<file path="src/rtl/rx_sync_track.sv">
`timescale 1ns/1ps
// rx_sync_track: recovers a local hz tick and second count from a periodic, jittery sync pulse.
// Define SYNC_ERR_CNT_EN to add the saturating sync-error counter and its err_cnt port.
module rx_sync_track #(
  parameter int unsigned HZ_CNT   = 99,
  parameter int unsigned SYN_DIV  = 3,
  parameter int unsigned TOL      = 4,
  parameter int unsigned LOCK_N   = 3,
  parameter int unsigned MISS_MAX = 2
) (
  input  logic        clk_10M,
  input  logic        rst,
  input  logic        syn_in,
  output logic        hz,
  output logic [7:0]  time_second,
  output logic        locked,
  output logic        sync_err,
  output logic [15:0] period,
  output logic [1:0]  state
`ifdef SYNC_ERR_CNT_EN
  ,
  output logic [7:0]  err_cnt
`endif
);

  localparam int unsigned NOM = SYN_DIV * (HZ_CNT + 1);
  localparam int unsigned LW  = $clog2(NOM);
  localparam int unsigned HW  = $clog2(HZ_CNT + 1);
  localparam int unsigned GW  = $clog2(LOCK_N + 1);
  localparam int unsigned MW  = $clog2(MISS_MAX + 1);
  localparam logic [15:0] PCNT_LO = 16'(NOM - TOL);
  localparam logic [15:0] PCNT_HI = 16'(NOM + TOL);
  localparam logic [15:0] PCNT_TO = 16'(NOM + TOL + 1);

  typedef enum logic [1:0] {SEARCH = 2'd0, ACQ = 2'd1, LOCK = 2'd2, HOLD = 2'd3} st_t;

  st_t           st_q, st_d;
  logic [GW-1:0] good_q, good_d;
  logic [MW-1:0] miss_q, miss_d;
  logic          sync1, sync2, sync3;
  logic [15:0]   pcnt;
  logic [LW-1:0] lph;
  logic [HW-1:0] hcnt;
  logic          evt, acq_win, lock_win, lph_wrap, hcnt_wrap;
  logic          realign, early, err_d, hz_d, locked_d;

  assign evt       = sync2 & ~sync3;
  assign acq_win   = (pcnt >= PCNT_LO) && (pcnt <= PCNT_HI);
  assign lock_win  = (lph <= LW'(TOL)) || (lph >= LW'(NOM - TOL));
  assign lph_wrap  = (lph == LW'(NOM - 1));
  assign hcnt_wrap = (hcnt == HW'(HZ_CNT));
  assign state     = st_q;

  // Next-state and per-cycle decisions; an edge always takes priority over a timeout.
  always_comb begin
    st_d    = st_q;
    good_d  = good_q;
    miss_d  = miss_q;
    realign = 1'b0;
    early   = 1'b0;
    err_d   = 1'b0;
    case (st_q)
      SEARCH: begin
        if (evt) begin
          st_d   = ACQ;
          good_d = '0;
        end
      end
      ACQ: begin
        if (evt) begin
          if (acq_win) begin
            good_d = good_q + GW'(1);
            if (good_d == GW'(LOCK_N)) begin
              st_d    = LOCK;
              realign = 1'b1;
              miss_d  = '0;
            end
          end else begin
            good_d = '0;
          end
        end else if (pcnt > PCNT_HI) begin
          st_d = SEARCH;
        end
      end
      LOCK, HOLD: begin
        if (evt) begin
          if (lock_win) begin
            st_d    = LOCK;
            realign = 1'b1;
            miss_d  = '0;
            early   = (lph >= LW'(NOM - TOL));
          end else begin
            st_d   = ACQ;
            good_d = '0;
            err_d  = 1'b1;
          end
        end else if (st_q == LOCK) begin
          if (pcnt == PCNT_TO) begin
            st_d   = HOLD;
            miss_d = MW'(1);
          end
        end else if (lph_wrap) begin
          if (miss_q == MW'(MISS_MAX)) st_d = SEARCH;
          else                         miss_d = miss_q + MW'(1);
        end
      end
      default: st_d = SEARCH;
    endcase
    locked_d = (st_d == LOCK) || (st_d == HOLD);
    hz_d     = locked_d && (hcnt_wrap || early);
  end

  always_ff @(posedge clk_10M) begin
    if (rst) begin
      st_q   <= SEARCH;
      good_q <= '0;
      miss_q <= '0;
    end else begin
      st_q   <= st_d;
      good_q <= good_d;
      miss_q <= miss_d;
    end
  end

  // Synchronizer, interval measurement, local phase and registered outputs.
  always_ff @(posedge clk_10M) begin
    if (rst) begin
      sync1       <= 1'b0;
      sync2       <= 1'b0;
      sync3       <= 1'b0;
      pcnt        <= '0;
      period      <= '0;
      lph         <= '0;
      hcnt        <= '0;
      hz          <= 1'b0;
      locked      <= 1'b0;
      sync_err    <= 1'b0;
      time_second <= '0;
    end else begin
      sync1 <= syn_in;
      sync2 <= sync1;
      sync3 <= sync2;
      if (evt) begin
        pcnt   <= 16'd1;
        period <= pcnt;
      end else if (pcnt != 16'hFFFF) begin
        pcnt <= pcnt + 16'd1;
      end
      if (realign) begin
        lph  <= LW'(1);
        hcnt <= HW'(1);
      end else begin
        lph  <= lph_wrap  ? '0 : lph + LW'(1);
        hcnt <= hcnt_wrap ? '0 : hcnt + HW'(1);
      end
      hz       <= hz_d;
      locked   <= locked_d;
      sync_err <= err_d;
      if (st_d == SEARCH) time_second <= '0;
      else if (hz_d)      time_second <= time_second + 8'd1;
    end
  end

`ifdef SYNC_ERR_CNT_EN
  always_ff @(posedge clk_10M) begin
    if (rst)                           err_cnt <= '0;
    else if (err_d && err_cnt != 8'hFF) err_cnt <= err_cnt + 8'd1;
  end
`endif

endmodule

</file>
<file path="config.mk">
export PLATFORM = sky130hd
export DESIGN_NAME = rx_sync_track
export DESIGN_NICKNAME = d
export VERILOG_FILES = /design/src/rtl/rx_sync_track.sv
export SDC_FILE = /design/constraint.sdc
export NUM_CORES = 1
export LEC_CHECK = 0
export CAP_MARGIN = 20
export CORE_MARGIN = 5
export CORE_UTILIZATION = 42
export CTS_CLUSTER_SIZE = 12
export DETAILED_ROUTE_END_ITERATION = 6
export PLACE_DENSITY = 0.7
export SLEW_MARGIN = 20
export SYNTH_ARGS = -nofsm -noshare
export SYNTH_HDL_FRONTEND = slang
export SYNTH_SLANG_ARGS = --single-unit
export TNS_END_PERCENT = 100
</file>
<file path="constraint.sdc">
create_clock -name clk_10M -period 2.15 [get_ports clk_10M]
set_input_delay 0.3225 -clock clk_10M [delete_from_list [all_inputs] [get_ports clk_10M]]
set_output_delay 0.3225 -clock clk_10M [all_outputs]
set_load 0.02 [all_outputs]
</file>
* After elaboration in Yosys (flattened, before gate mapping)
Cells that the tools add are included.
Storage, ports and cells: register bits 68, bits in latches 0, RAM bits 0, ROM bits 0, input bits 3, output and inout port bits 29, logic and storage cells 114, memories 0
Cells by class: add/sub/neg operators 6, multiply operators 0, divide/modulo/power cells 0, magnitude comparators 5, equality and inequality tests 21, shift-type cells 0, muxes and demuxes 44, bitwise gates (word level) 4, reductions and logical operators 17
Operator list (count):
- $mux W2 | 25
- $add A16 B1 Y16 const B | 1
- $eq A16 B9 Y1 const B | 1
- $ge A16 B9 Y1 const B | 1
- $gt A16 B9 Y1 const B | 1
- $le A16 B9 Y1 const B | 1
- $ne A16 B16 Y1 const B | 1
- $mux W1 | 15
- $eq A2 B2 Y1 const B | 6
- $ne A2 B2 Y1 const B | 6
- $ne A4 B4 Y1 const B | 3
- $pmux W2 S3 | 2
- $add A9 B1 Y9 const B | 1
- $eq A9 B9 Y1 const B | 1
- $ge A9 B9 Y1 const B | 1
- $le A9 B3 Y1 const B | 1
- $reduce_or A3 Y1 | 3
- $add A8 B1 Y8 const B | 1
- $reduce_and A8 Y1 | 1
- $add A7 B1 Y7 const B | 1
- $eq A7 B7 Y1 const B | 1
- $reduce_or A2 Y1 | 3
- $add A2 B1 Y2 const B | 2
- $logic_not A2 Y1 | 2
- other kinds (10) | 16

* Logic depth before layout (Yosys ltp)
depth after elaboration 9, mapped depth 10, depth with buffers taken out 8

* Worst setup path before layout
No wires, ideal clock.
kind flip-flop to flip-flop, start point reg lph[7], end point reg miss_q[0], setup time 0.121 ns, arrival time 1.860 ns, data required time 2.029 ns, setup slack 0.170 ns, stages on the path, launching flop included 9, buffers on the path 2, clock period less this slack 1.980 ns, cell sequence dfxtp_1 > or2_1 > buf_2 > o21ai_1 > a21oi_1 > o21a_1 > buf_2 > a41oi_1 > mux2_2
On the way: longest elaborated chain between the ends 4, elaborated cells between the ends (all ways) 7, those cells by class order compare (2); eq/ne (3); reduce/logical (2)
RTL lines:
- start, declared | RTL line 42 | logic [LW-1:0] lph;
- start signal, assigned | RTL line 153 | lph <= lph_wrap ? '0 : lph + LW'(1);
- $le A9 B3 Y1 or $ge A9 B9 Y1 (tied branches) | RTL line 49 | assign lock_win = (lph <= LW'(TOL)) || (lph >= LW'(NOM - TOL));
- $logic_or A1 B1 Y1 | RTL line 49
- $ne A3 B3 Y1 (no source line)
- $reduce_and A8 Y1 (no source line) (*)
- end signal, assigned | RTL line 121 | miss_q <= miss_d;
- end, declared | RTL line 39 | logic [MW-1:0] miss_q, miss_d;
Mark *: on every way between the ends. The rest lies on a longest branch, timed or not. A chain may end at the register's enable or synchronous reset.

* Worst setup path after layout
start point reg pcnt[11], end point reg time_second[5]
On the way: longest elaborated chain between the ends 8, elaborated cells between the ends (all ways) 18, those cells by class order compare (3); eq/ne (3); mux (7); reduce/logical (5)
RTL lines:
- start, declared | RTL line 41 | logic [15:0] pcnt;
- start signal, assigned | RTL line 147 | pcnt <= pcnt + 16'd1;
- $ge A16 B9 Y1, or another cell as far along | RTL line 48 | assign acq_win = (pcnt >= PCNT_LO) && (pcnt <= PCNT_HI);
- $logic_and A1 B1 Y1 or $mux W2 (tied branches) | RTL line 48, 98
- $mux W2, on equally long branches | RTL line 71, 97
- $mux W2, on equally long branches | RTL line 70, 86
- $pmux W2 S3 (*) | RTL line 62 | case (st_q)
- $eq A2 B2 Y1 | RTL line 109 | locked_d = (st_d == LOCK) || (st_d == HOLD);
- $logic_or A1 B1 Y1 | RTL line 109
- $logic_and A1 B1 Y1 | RTL line 110 | hz_d = locked_d && (hcnt_wrap || early);
- end signal, assigned | RTL line 160 | else if (hz_d) time_second <= time_second + 8'd1;
- end, declared | RTL line 15 | output logic [7:0] time_second,
Marked as above.

==> impl_metrics.env <==
export IMPL_initial_utilization_pct=42.6
export IMPL_layout_cells_non_filler=546
export IMPL_grt_usage_pct=15.6
export IMPL_timing_rr_end="time_second[5]"
export IMPL_via_per_inst=5.25
export IMPL_netlist_area_leader_share_pct=41.2
export IMPL_ys_seq_elements=67
export IMPL_drtIter0Drc=121
export IMPL_root_buffer="clkbuf_8"
export IMPL_num_vias=2867
export IMPL_cts_buffers=9
export IMPL_ys_warnings_count=0
export IMPL_worstPathMaxFanout=7
export IMPL_syn_nets=395
export IMPL_fin_ws_ps=58.4
export IMPL_use_met3_pct=4.07
export IMPL_synth_most_common_cell="dfxtp_1"
export IMPL_synth_top_flop_cell="dfxtp_1"
export IMPL_grt_use_met1_pct=19.4
export IMPL_chipHeight_um=98.0
export IMPL_worst_setup_path_start_kind="register"
export IMPL_hold_viol=0
export IMPL_yosys_area_top_type="dfxtp_1"
export IMPL_tightestPinTransition_ps=378
export IMPL_worst_r2r_cell_count=6
export IMPL_crit_type="register to register"
export IMPL_finalSetupViolations=0
export IMPL_htree_levels=3
export IMPL_cap_viol_max_count=0
export IMPL_arrival_ps=2370
export IMPL_numPortBuffers=31
export IMPL_finalCritPeriodShare_pct=97.3
export IMPL_ioPinCount=32
export IMPL_ys_seq_area_share_pct=41.2
export IMPL_crit_path_end_kind="register"
export IMPL_synth_commonest_cells="dfxtp_1, nand2_1, nor2_1"
export IMPL_rsz0062_at_grt="true"
export IMPL_clock_latency_ps=340
export IMPL_syn_area_um2=3250
export IMPL_wl_um=7390
export IMPL_clkTransAtPathRegs_ps=70
export IMPL_r2r_slack_ps=60
export IMPL_met2_usage_pct=26.2
export IMPL_worstSetupStartpoint="pcnt[11]"
export IMPL_place_congestion=0.844
export IMPL_grt_busiest_layer="met2"
export IMPL_grt_pass1_wl_um=12400
export IMPL_p_leak_nw=1.44
export IMPL_dp_cells=525
export IMPL_nets=451
export IMPL_ys_top_cells_by_area="dfxtp_1, nand2_1, xnor2_1"
export IMPL_die_x_um=98.0
export IMPL_wl_per_cell_um=13.5
export IMPL_grt_pass1_vias=2697
export IMPL_synthToLayoutAreaGrowth_pct=28.3
export IMPL_min_period_ps=2090
export IMPL_cp_endpoint="time_second[5]"
export IMPL_timing_rr_start="pcnt[11]"
export IMPL_die_area_um2=9610
export IMPL_report_final_slew_viol_count=0
export IMPL_synth_cell_types=55
export IMPL_cts_buffer_depth=2
export IMPL_post_route_drc_count=0
export IMPL_maxSlewHeadroom_pct=74.5
export IMPL_antenna_cells=0
export IMPL_antenna_found_initial=0
export IMPL_cts_tree="yes"
export IMPL_synth_async_reset_ratio_pct=0
export IMPL_ant_nets=0
export IMPL_powerDensity_nw_per_um2=640
export IMPL_synth_edf_count=0
export IMPL_grt_start_max_net_pins=20
export IMPL_numClockSinks=67
export IMPL_clock_skew_ps=7.52
export IMPL_core_region_area_um2=7650
export IMPL_max_freq_mhz=478
export IMPL_rows=32
export IMPL_syn_inst=383
export IMPL_hold_class="register to register"
export IMPL_run_status="completed"
export IMPL_overflow=0
export IMPL_syn_area_per_cell_um2=8.50
export IMPL_dp_slack_ps=31.6
export IMPL_first_pass_iters=4
export IMPL_dp_hpwl_um=5390
export IMPL_cp_required_ps=2420
export IMPL_power_mw=2.67
export IMPL_vdd_ir_drop_max_uv=556
export IMPL_drive_above_1_share_pct=18.0
[what timing repair did]
item | 4_1_cts | 5_1_grt
endpoints found under the setup margin | 0 | 10
setup buffers | 0 | 5
hold buffers | 0 | 0
gates resized for setup | 0 | 17
[cell usage in the layout (no fill, tap or decap), types with 7 or more instances in the layout]
master           instances
ha_1                     8
or3_1                    7
nand2_1                 53
buf_4                   36
nor3_1                  18
clkbuf_8                10
nand3_1                 15
inv_1                   12
o21ai_0                  7
xnor2_1                 17
nor2_1                  37
nor4_1                  10
dfxtp_1                 64
a21oi_1                 27
nand4_1                  7
clkdlybuf4s50_1         31
[report_power, final]
group | internal, mW | total [mW] | switching [mW]
clock network | 0.799 | 1.27 | 0.473
logic | 0.0534 | 0.129 | 0.0758
registers | 1.26 | 1.27 | 0.0146
[layer usage]
| metal | part of all wire, % | vias to the layer above |
|---|---|---|
| li1 | - | 1457 |
| met3 | 4.2 | 12 |
| met5 | 0 | - |
| met2 | 49 | 49 |
| met1 | 46 | 1349 |
| met4 | 1.3 | 0 |
[registers in the layout (all words and copies together) (netlist names)]
register,flops
sync1,1
hz,1
period,16
miss_q,2
sync2,1
time_second,8
good_q,2
sync3,1
hcnt,7
pcnt,16
sync_err,1
state,2
lph,9
[worst min-delay path by stage]
| stage | from | to | slack [ps] | cells past startpoint |
|---|---|---|---|---|
| 2_1_floorplan | sync1 | sync2 | 410 | 1 |
| 3_3_place_gp | sync1 | sync2 | 430 | 1 |
| 3_5_place_dp | sync1 | sync2 | 430 | 1 |
| 4_1_cts | sync1 | sync2 | 450 | 1 |
| 5_1_grt | period[9] | period[9] | 470 | 2 |
| 6_report | period[6] | period[6] | 450 | 2 |
[worst max-delay path: stages, from the launching register on]
cell and delay (ps):
dfxtp_2 340, nor4_4 370, nand3_2 150, nor4b_4 380, o31ai_4 160, or4_4 500, a21oi_2 130
[kinds of logic (layout without fill, tap and decap cells)]
logic type / Yosys count / after routing / synth area share, %
AND/OR/NAND/NOR: 184 / 184 / 30.7
flip-flops: 67 / 67 / 41.2
AO/OA/AOI/OAI: 60 / 60 / 12.0
buffers and inverters: 37 / 98 / 5.50
XOR/XNOR: 22 / 22 / 5.92
adder cells (fa/ha/maj): 9 / 9 / 3.46
multiplexers: 4 / 4 / 1.27
[stage by stage]
stage               area (um2)  hold slack [ps]  utilization, %  setup TNS, ps
finish                    4180              453            54.6              0
floorplan                 3250              414               -              0
global placement          3820              435            50.0              0
detailed placement        3820              435            50.0              0
global route              4180              469            54.6           -178
CTS                       4060              453            53.1              0
[cell type report]
class | instances | area [um2]
Fill cell | 695 | 3470
Multi-Input combinational cell | 279 | 1790
Sequential cell | 67 | 1350
Timing Repair Buffer | 70 | 623
Clock buffer | 11 | 141
Tap cell | 102 | 128
Clock inverter | 5 | 100
Inverter | 12 | 45.0
Note: power is estimated with default switching activity, not from simulation.
